===== config.mk =====
export PLATFORM = sky130hd
export DESIGN_NAME = hazard_ctrl
export DESIGN_NICKNAME = d
export VERILOG_FILES = /design/src/rtl/hazard_ctrl.sv
export SDC_FILE = /design/constraint.sdc
export NUM_CORES = 1
export LEC_CHECK = 0
export ABC_AREA = 1
export ABC_CLOCK_PERIOD_IN_PS = 4170
export BUFFER_PORTS_ARGS = -buffer_cell sky130_fd_sc_hd__buf_2
export CORE_MARGIN = 8
export CORE_UTILIZATION = 44
export CTS_CLUSTER_DIAMETER = 40
export DETAILED_ROUTE_END_ITERATION = 7
export GPL_ROUTABILITY_DRIVEN = 0
export MAX_ROUTING_LAYER = met4
export PLACE_DENSITY_LB_ADDON = 0.08
export SLEW_MARGIN = 25
export SYNTH_ARGS = -nofsm -noshare
export SYNTH_HDL_FRONTEND = slang
export SYNTH_SLANG_ARGS = --single-unit

===== constraint.sdc =====
create_clock -name clk -period 4.17 [get_ports clk]
set_input_delay 0.834 -clock clk [delete_from_list [all_inputs] [get_ports clk]]
set_output_delay 0.834 -clock clk [all_outputs]
set_load 0.1 [all_outputs]

===== src/rtl/hazard_ctrl.sv =====
// Pipeline sequencing controller: rd-write scoreboard for RAW/WAW stalls, redirect flush, drain.
// Stall/flush/ack are combinational in the decision cycle; scoreboard and counters update on the next edge.
module hazard_ctrl #(
  parameter int FLUSH_CYCLES = 2,
  parameter int CNT_W        = 16
) (
  input  logic             clk,
  input  logic             rst,
  input  logic             id_valid,
  input  logic             id_uses_rs1,
  input  logic             id_uses_rs2,
  input  logic [4:0]       id_rs1_addr,
  input  logic [4:0]       id_rs2_addr,
  input  logic             id_rd_write_enable,
  input  logic [4:0]       id_rd_write_addr,
  input  logic             wb_valid,
  input  logic             wb_rd_write_enable,
  input  logic [4:0]       wb_rd_write_addr,
  input  logic             redirect,
  input  logic             drain_req,
  output logic             stall_if,
  output logic             stall_id,
  output logic             flush_id,
  output logic             flush_ex,
  output logic             drain_ack,
  output logic [31:0]      busy_regs,
  output logic [CNT_W-1:0] stall_count
);

  localparam int FC_W = (FLUSH_CYCLES > 1) ? $clog2(FLUSH_CYCLES) : 1;
  localparam logic [FC_W-1:0] FC_LOAD = FC_W'(FLUSH_CYCLES - 1);

  typedef enum logic [1:0] {S_RUN, S_FLUSH, S_DRAIN} state_t;

  state_t           r_state;
  logic [FC_W-1:0]  r_flush_cnt;
  logic [31:0]      r_busy;
  logic [CNT_W-1:0] r_stall_cnt;

  logic        w_hazard;
  logic        w_flush;
  logic        w_stall;
  logic        w_ack;
  logic        w_issue;
  logic        w_retire;
  logic        w_empty;
  logic [31:0] w_set;
  logic [31:0] w_clr;
  logic [31:0] w_busy_nxt;

  // Hazard looks only at the registered scoreboard: a retire frees its register a cycle later.
  assign w_hazard = id_valid & ((id_uses_rs1 & r_busy[id_rs1_addr]) |
                                (id_uses_rs2 & r_busy[id_rs2_addr]) |
                                (id_rd_write_enable & r_busy[id_rd_write_addr]));
  assign w_empty  = (r_busy == 32'd0);
  assign w_flush  = ~rst & (redirect | (r_state == S_FLUSH));
  assign w_stall  = ~rst & ~w_flush & (((r_state == S_RUN) & w_hazard) | (r_state == S_DRAIN));
  assign w_ack    = ~rst & (r_state == S_DRAIN) & ~redirect & w_empty;

  assign w_issue  = id_valid & id_rd_write_enable & (id_rd_write_addr != 5'd0) & ~w_stall & ~w_flush;
  assign w_retire = wb_valid & wb_rd_write_enable & (wb_rd_write_addr != 5'd0);
  assign w_set    = w_issue  ? (32'd1 << id_rd_write_addr) : 32'd0;
  assign w_clr    = w_retire ? (32'd1 << wb_rd_write_addr) : 32'd0;
  assign w_busy_nxt = ((r_busy & ~w_clr) | w_set) & ~32'd1;

  assign stall_if    = w_stall;
  assign stall_id    = w_stall;
  assign flush_id    = w_flush;
  assign flush_ex    = w_flush;
  assign drain_ack   = w_ack;
  assign busy_regs   = r_busy;
  assign stall_count = r_stall_cnt;

  always_ff @(posedge clk or posedge rst) begin
    if (rst) begin
      r_busy      <= 32'd0;
      r_stall_cnt <= '0;
    end else begin
      r_busy <= w_busy_nxt;
      if (w_stall && (r_stall_cnt != {CNT_W{1'b1}}))
        r_stall_cnt <= r_stall_cnt + 1'b1;
    end
  end

  // Redirect wins from any state; a drain it interrupts is re-entered later from RUN.
  always_ff @(posedge clk or posedge rst) begin
    if (rst) begin
      r_state     <= S_RUN;
      r_flush_cnt <= '0;
    end else if (redirect) begin
      r_flush_cnt <= FC_LOAD;
      r_state     <= (FC_LOAD != '0) ? S_FLUSH : S_RUN;
    end else begin
      case (r_state)
        S_RUN: begin
          if (drain_req)
            r_state <= S_DRAIN;
        end
        S_FLUSH: begin
          if (r_flush_cnt <= FC_W'(1)) begin
            r_flush_cnt <= '0;
            r_state     <= S_RUN;
          end else begin
            r_flush_cnt <= r_flush_cnt - 1'b1;
          end
        end
        S_DRAIN: begin
          if (w_empty)
            r_state <= S_RUN;
        end
        default: r_state <= S_RUN;
      endcase
    end
  end

endmodule


After elaboration in Yosys (flattened, before gate mapping)
Index checks and enable logic that the tools add are counted.
{ "classes": {"addsub": 2, "order_cmp": 4, "eq_ne": 6, "n_shift": 2, "muxes": 16, "n_bitwise": 28, "reduce_logical": 7} }
{ "op_table": {"columns": ["operator", "n"], "rows": [
  ["$mux 32", 2],
  ["$shl 1x5->32 const A", 2],
  ["$and 32x32->32", 1],
  ["$logic_not 32->1", 1],
  ["$not 32->32", 1],
  ["$or 32x32->32", 1],
  ["$lt 5x6->1 const B", 3],
  ["$and 1x1->1", 17],
  ["$add 16x1->16 const B", 1],
  ["$ne 16x16->1 const B", 1],
  ["$bmux 1 s5", 3],
  ["$reduce_bool 5->1", 2],
  ["$mux 2", 4],
  ["$mux 1", 6],
  ["$ne 3x3->1 const B", 2],
  ["$pmux 2 s3", 1],
  ["$not 1->1", 4],
  ["$or 1x1->1", 4],
  ["$ne 3x2->1 const B", 1],
  ["$reduce_and 3->1", 1],
  ["$eq 2x1->1 const B", 1],
  ["$eq 2x2->1 const B", 1],
  ["$logic_not 2->1", 1],
  ["$reduce_bool 2->1", 1],
  ["other kinds (3)", 3]
]} }
{ "word_totals": {"ff_bits": 50, "in_bits": 30, "output_inout_bits": 53} }

Logic depth before layout (Yosys ltp)
{ "logic_depth": {"ltp_word": 14, "ltp_mapped": 17, "depth_no_buf": 14} }

Worst setup path after synthesis
No wires, ideal clock.
{ "synth_path": {"kind": "register to output", "start": "reg r_busy[3], in the netlist busy_regs[3]", "end": "out drain_ack", "arrival_ns": 4.271, "t_required_ns": 3.336, "setup_slack_ns": -0.935, "stages_incl_launch_ff": 6, "n_path_buf": 0, "path_cell_list": "dfrtp_1 inv_1 nand3_1 nor4_1 nand4_1 nor4_1"} }
{ "synth_between": {"elab_chain_cells": 2} }
{ "synth_lines": {"columns": ["item", "line", "text"], "rows": [
  ["start, declared", "37", "logic [31:0] r_busy;"],
  ["start signal, assigned", "79", "r_busy <= w_busy_nxt;"],
  ["$logic_not 32->1", "55", "assign w_empty = (r_busy == 32'd0);"],
  ["$and 1x1->1", "58", "assign w_ack = ~rst & (r_state == S_DRAIN) & ~redirect & w_empty;"],
  ["end, declared", "25", "output logic drain_ack,"]
]} }
No other way between the ends.

Worst setup path in the final report
{ "layout_path": {"start": "in id_rs1_addr[0]", "end": "out stall_id"} }
{ "layout_between": {"elab_chain_cells": 9} }
{ "layout_lines": {"columns": ["item", "line", "text"], "rows": [
  ["start, declared", "12", "input logic [4:0] id_rs1_addr,"],
  ["$bmux 1 s5", "52", "assign w_hazard = id_valid & ((id_uses_rs1 & r_busy[id_rs1_addr]) |"],
  ["$mux 1 (implied by the code)", "52", null],
  ["$and 1x1->1", "52", null],
  ["$or 1x1->1", "52", null],
  ["$or 1x1->1", "53", "(id_uses_rs2 & r_busy[id_rs2_addr]) |"],
  ["$and 1x1->1", "52", null],
  ["$and 1x1->1", "57", "assign w_stall = ~rst & ~w_flush & (((r_state == S_RUN) & w_hazard) | (r_state == S_DRAIN));"],
  ["$or 1x1->1", "57", null],
  ["$and 1x1->1", "57", null],
  ["end, declared", "22", "output logic stall_id,"]
]} }
No other way between the ends. The select of a mux whose other input is x is not followed.

==> flow_summary.json <==
{
  "leakagePower_nw": 2.34,
  "final_util_pct": 50.7,
  "synth_area_um2": 3960,
  "power_frac_seq_pct": 36.6,
  "ir_worst_vdd_uv": 240,
  "p_clk_share_pct": 16.0,
  "worstHoldStart": "r_state[0]$_DFFE_PP0P_",
  "avgRoutedWirePerCell_um": 17.0,
  "crit_path_start_kind": "input port",
  "cp_common_cell": "nand3_1",
  "hold_ws_ns": 0.475,
  "p_switching_w": 0.000977,
  "reg2reg_from": "stall_count[0]$_DFFE_PP0P_",
  "p_per_area_nw_per_um2": 403,
  "clock-root-buffer": "clkbuf_8",
  "die_area_um2": 12300,
  "max_freq_mhz": 271,
  "yosysSeqAreaShare_pct": 31.0,
  "p_total_w": 0.00178,
  "maxSlewViolCount": 0,
  "grt_pass1_wl_um": 22800,
  "crit_type": "in2out",
  "final_layout_size_suffix_gt1_share_pct": 15.1,
  "tightestPinTransition_ns": 0.866,
  "clk_latency_ns": 0.30,
  "intPower_w": 0.000803,
  "hold_violations": 0,
  "cts_max_level": 2,
  "dp_hpwl_um": 10400,
  "ys_async_sr_fraction_pct": 100,
  "grt_pass1_vias": 4333,
  "antenna_found_initial": 0,
  "wl_um": 13800,
  "fin_worst_skew_ns": 0.0107,
  "finalSetupViolCount": 0,
  "final.setup.tns_ns": 0,
  "ys_warn_count": 0,
  "die_h_um": 111,
  "hold_depth": 1,
  "grt_max_degree": 50,
  "core_um2": 8720,
  "ios": 83,
  "r2r_slack_ns": 1.68,
  "nets": 733,
  "cts_buffer_depth": 2,
  "status": "finished clean",
  "slowest_delay_ns": 0.42,
  "ys_types": 27,
  "cp_max_fo": 19,
  "vias_per_cell": 5.60,
  "synth_edf_count": 0,
  "cp_cell_sequence": "buf_2, inv_2, nand2_1, nand3_1, nand3_1, nand3_1, nand3_1, nand3_1, nand3_1, nand2_2, nand2_4, nand2_4, inv_1, buf_2",
  "synth_fp_nets": 673,
  "synthToLayoutAreaGrowth_pct": 11.7,
  "cpMaxStageDelayCell": "buf_2",
  "fin_cells": 811,
  "ys.flop_type": "dfrtp_1",
  "r2r_cells": 11,
  "drt-initial-drc-count": 371,
  "antennaDiodeCount": 0,
  "dp_cells": 803,
  "required_ns": 3.34,
  "drc": 0,
  "synth_cells": 642,
  "dr_total_vias": 4539,
  "pwr-share-comb_pct": 47.5,
  "period_minus_slack_ns": 3.69,
  "cts_hold_buf": 0,
  "switching_share_pct": 54.9,
  "num_rows": 34,
  "rsz0062_at_grt": "false",
  "end_kind": "primary output",
  "cts_made_buffers": 5,
  "hold_path_class": "reg2reg",
  "slew-limit-headroom_pct": 42.2,
  "dieWidth_um": 111,
  "fin_crit_sh_pct": 88.5,
  "cts_tree": "built",
  "max-cap-violations": 0,
  "first_pass_iters": 5,
  "initial_core_util_pct": 45.4,
  "synth.avg_cell_area_um2": 6.17,
  "ant_nets": 0,
  "place.port_buffers": 81,
  "cts.repair.resized": 0,
  "hold_path_end": "r_state[1]$_DFFE_PP0P_",
  "post-cts-setup-buffers": 0,
  "r2r-end": "stall_count[11]$_DFFE_PP0P_",
  "cts.sinks": 49,
  "arrival_ns": 2.86,
  "gr-usage-all-layers_pct": 22.8,
  "gr-total-overflow": 0,
  "yosys_register_bits": 49,
  "clk_pin_slew_ns": 0.10
}
[power by group through the flow]
stage	Combinational, W	Clock [W]	Sequential [W]
finish	0.000845	0.000284	0.000651
global route	0.000905	0.000307	0.000656
CTS	0.000845	0.000293	0.000646
detailed placement	0.000843	0	0.000655
global placement	0.000837	0	0.000653
floorplan	0.000278	0	0.00102
[cell type report]
cell class / count / area [um^2]
clock buffer: 6 / 72.6
clock inverter: 2 / 13.8
fill: 921 / 4300
inverter: 69 / 263
multi-input combinational: 491 / 2270
sequential: 49 / 1230
tap: 108 / 135
timing repair buffer: 86 / 443
[kinds of logic (layout without fill, tap and decap cells)]
logic type / after synthesis / in the layout / share of synthesized area, %
other cells: 1 / 1 / 0.0947
buf+inv: 102 / 163 / 12.0
simple gates: 433 / 433 / 48.2
flops: 49 / 49 / 31.0
fa+ha+maj: 1 / 1 / 0.316
compound gates: 43 / 43 / 5.50
xor+xnor: 13 / 13 / 2.88
[layer usage]
metal	part of all wire [%]	global-route usage (%)	wire length, um	vias up
met5	0	-	0	-
met4	3.6	9.46	501	0
met3	7.7	3.95	1060	43
met2	42	31.8	5810	214
met1	47	31.6	6450	2078
li1	-	-	-	2204
[cell usage in the layout, fill, tap and decap left out, types with 3 or more instances in the layout]
cell type  count
buf_4          5
nand3_1      126
o21ai_1        4
o21ai_0       38
nor4_1         6
nand4_1       22
nor2_1        62
nor3_1        13
clkbuf_8       5
inv_1         62
inv_2          3
nand2_1      196
xnor2_1        6
buf_2         81
xor2_1         7
dfrtp_1       49
[per-stage QoR]
step	instance area, um^2	worst slack, ns
3_5_place_dp	4330	0.505
6_report	4420	0.481
4_1_cts	4420	0.499
2_1_floorplan	3970	0.236
5_1_grt	4420	0.314
3_3_place_gp	4330	0.527
[cell usage after synthesis, types with 6 or more instances]
master | count | area, um^2
buf_4 | 9 | 67.6
nor3_1 | 14 | 70.1
dfrtp_1 | 49 | 1230
xor2_1 | 7 | 61.3
xnor2_1 | 6 | 52.6
nand4_1 | 22 | 138
inv_1 | 63 | 236
nand2_1 | 196 | 736
nand3_1 | 126 | 631
o21ai_0 | 38 | 190
clkbuf_1 | 12 | 45.0
nor2_1 | 62 | 233
buf_6 | 7 | 78.8
nor4_1 | 7 | 43.8
[critical path: cells and delay by family]
kind	cells	cell delay [ns]
and+or+nand+nor	10	1.04
buffers and inverters	4	0.97
[worst max-delay path by stage]
stage                                start   endpoint  slack, ns  cells past startpoint
floorplan           busy_regs[3]$_DFF_PP0_  drain_ack       0.24                      5
global placement            id_rs1_addr[0]   stall_if       0.53                     14
detailed placement          id_rs1_addr[0]   stall_id       0.51                     14
CTS                         id_rs1_addr[0]   stall_id       0.50                     14
global route           id_rd_write_addr[0]   stall_if       0.31                     14
finish                      id_rs1_addr[0]   stall_id       0.48                     14
[sequential cells by signal, indices dropped and copies added (netlist names)]
| register | flops |
|---|---|
| r_state | 2 |
| stall_count | 16 |
| busy_regs | 31 |
Power figures use the tool's default switching activity.
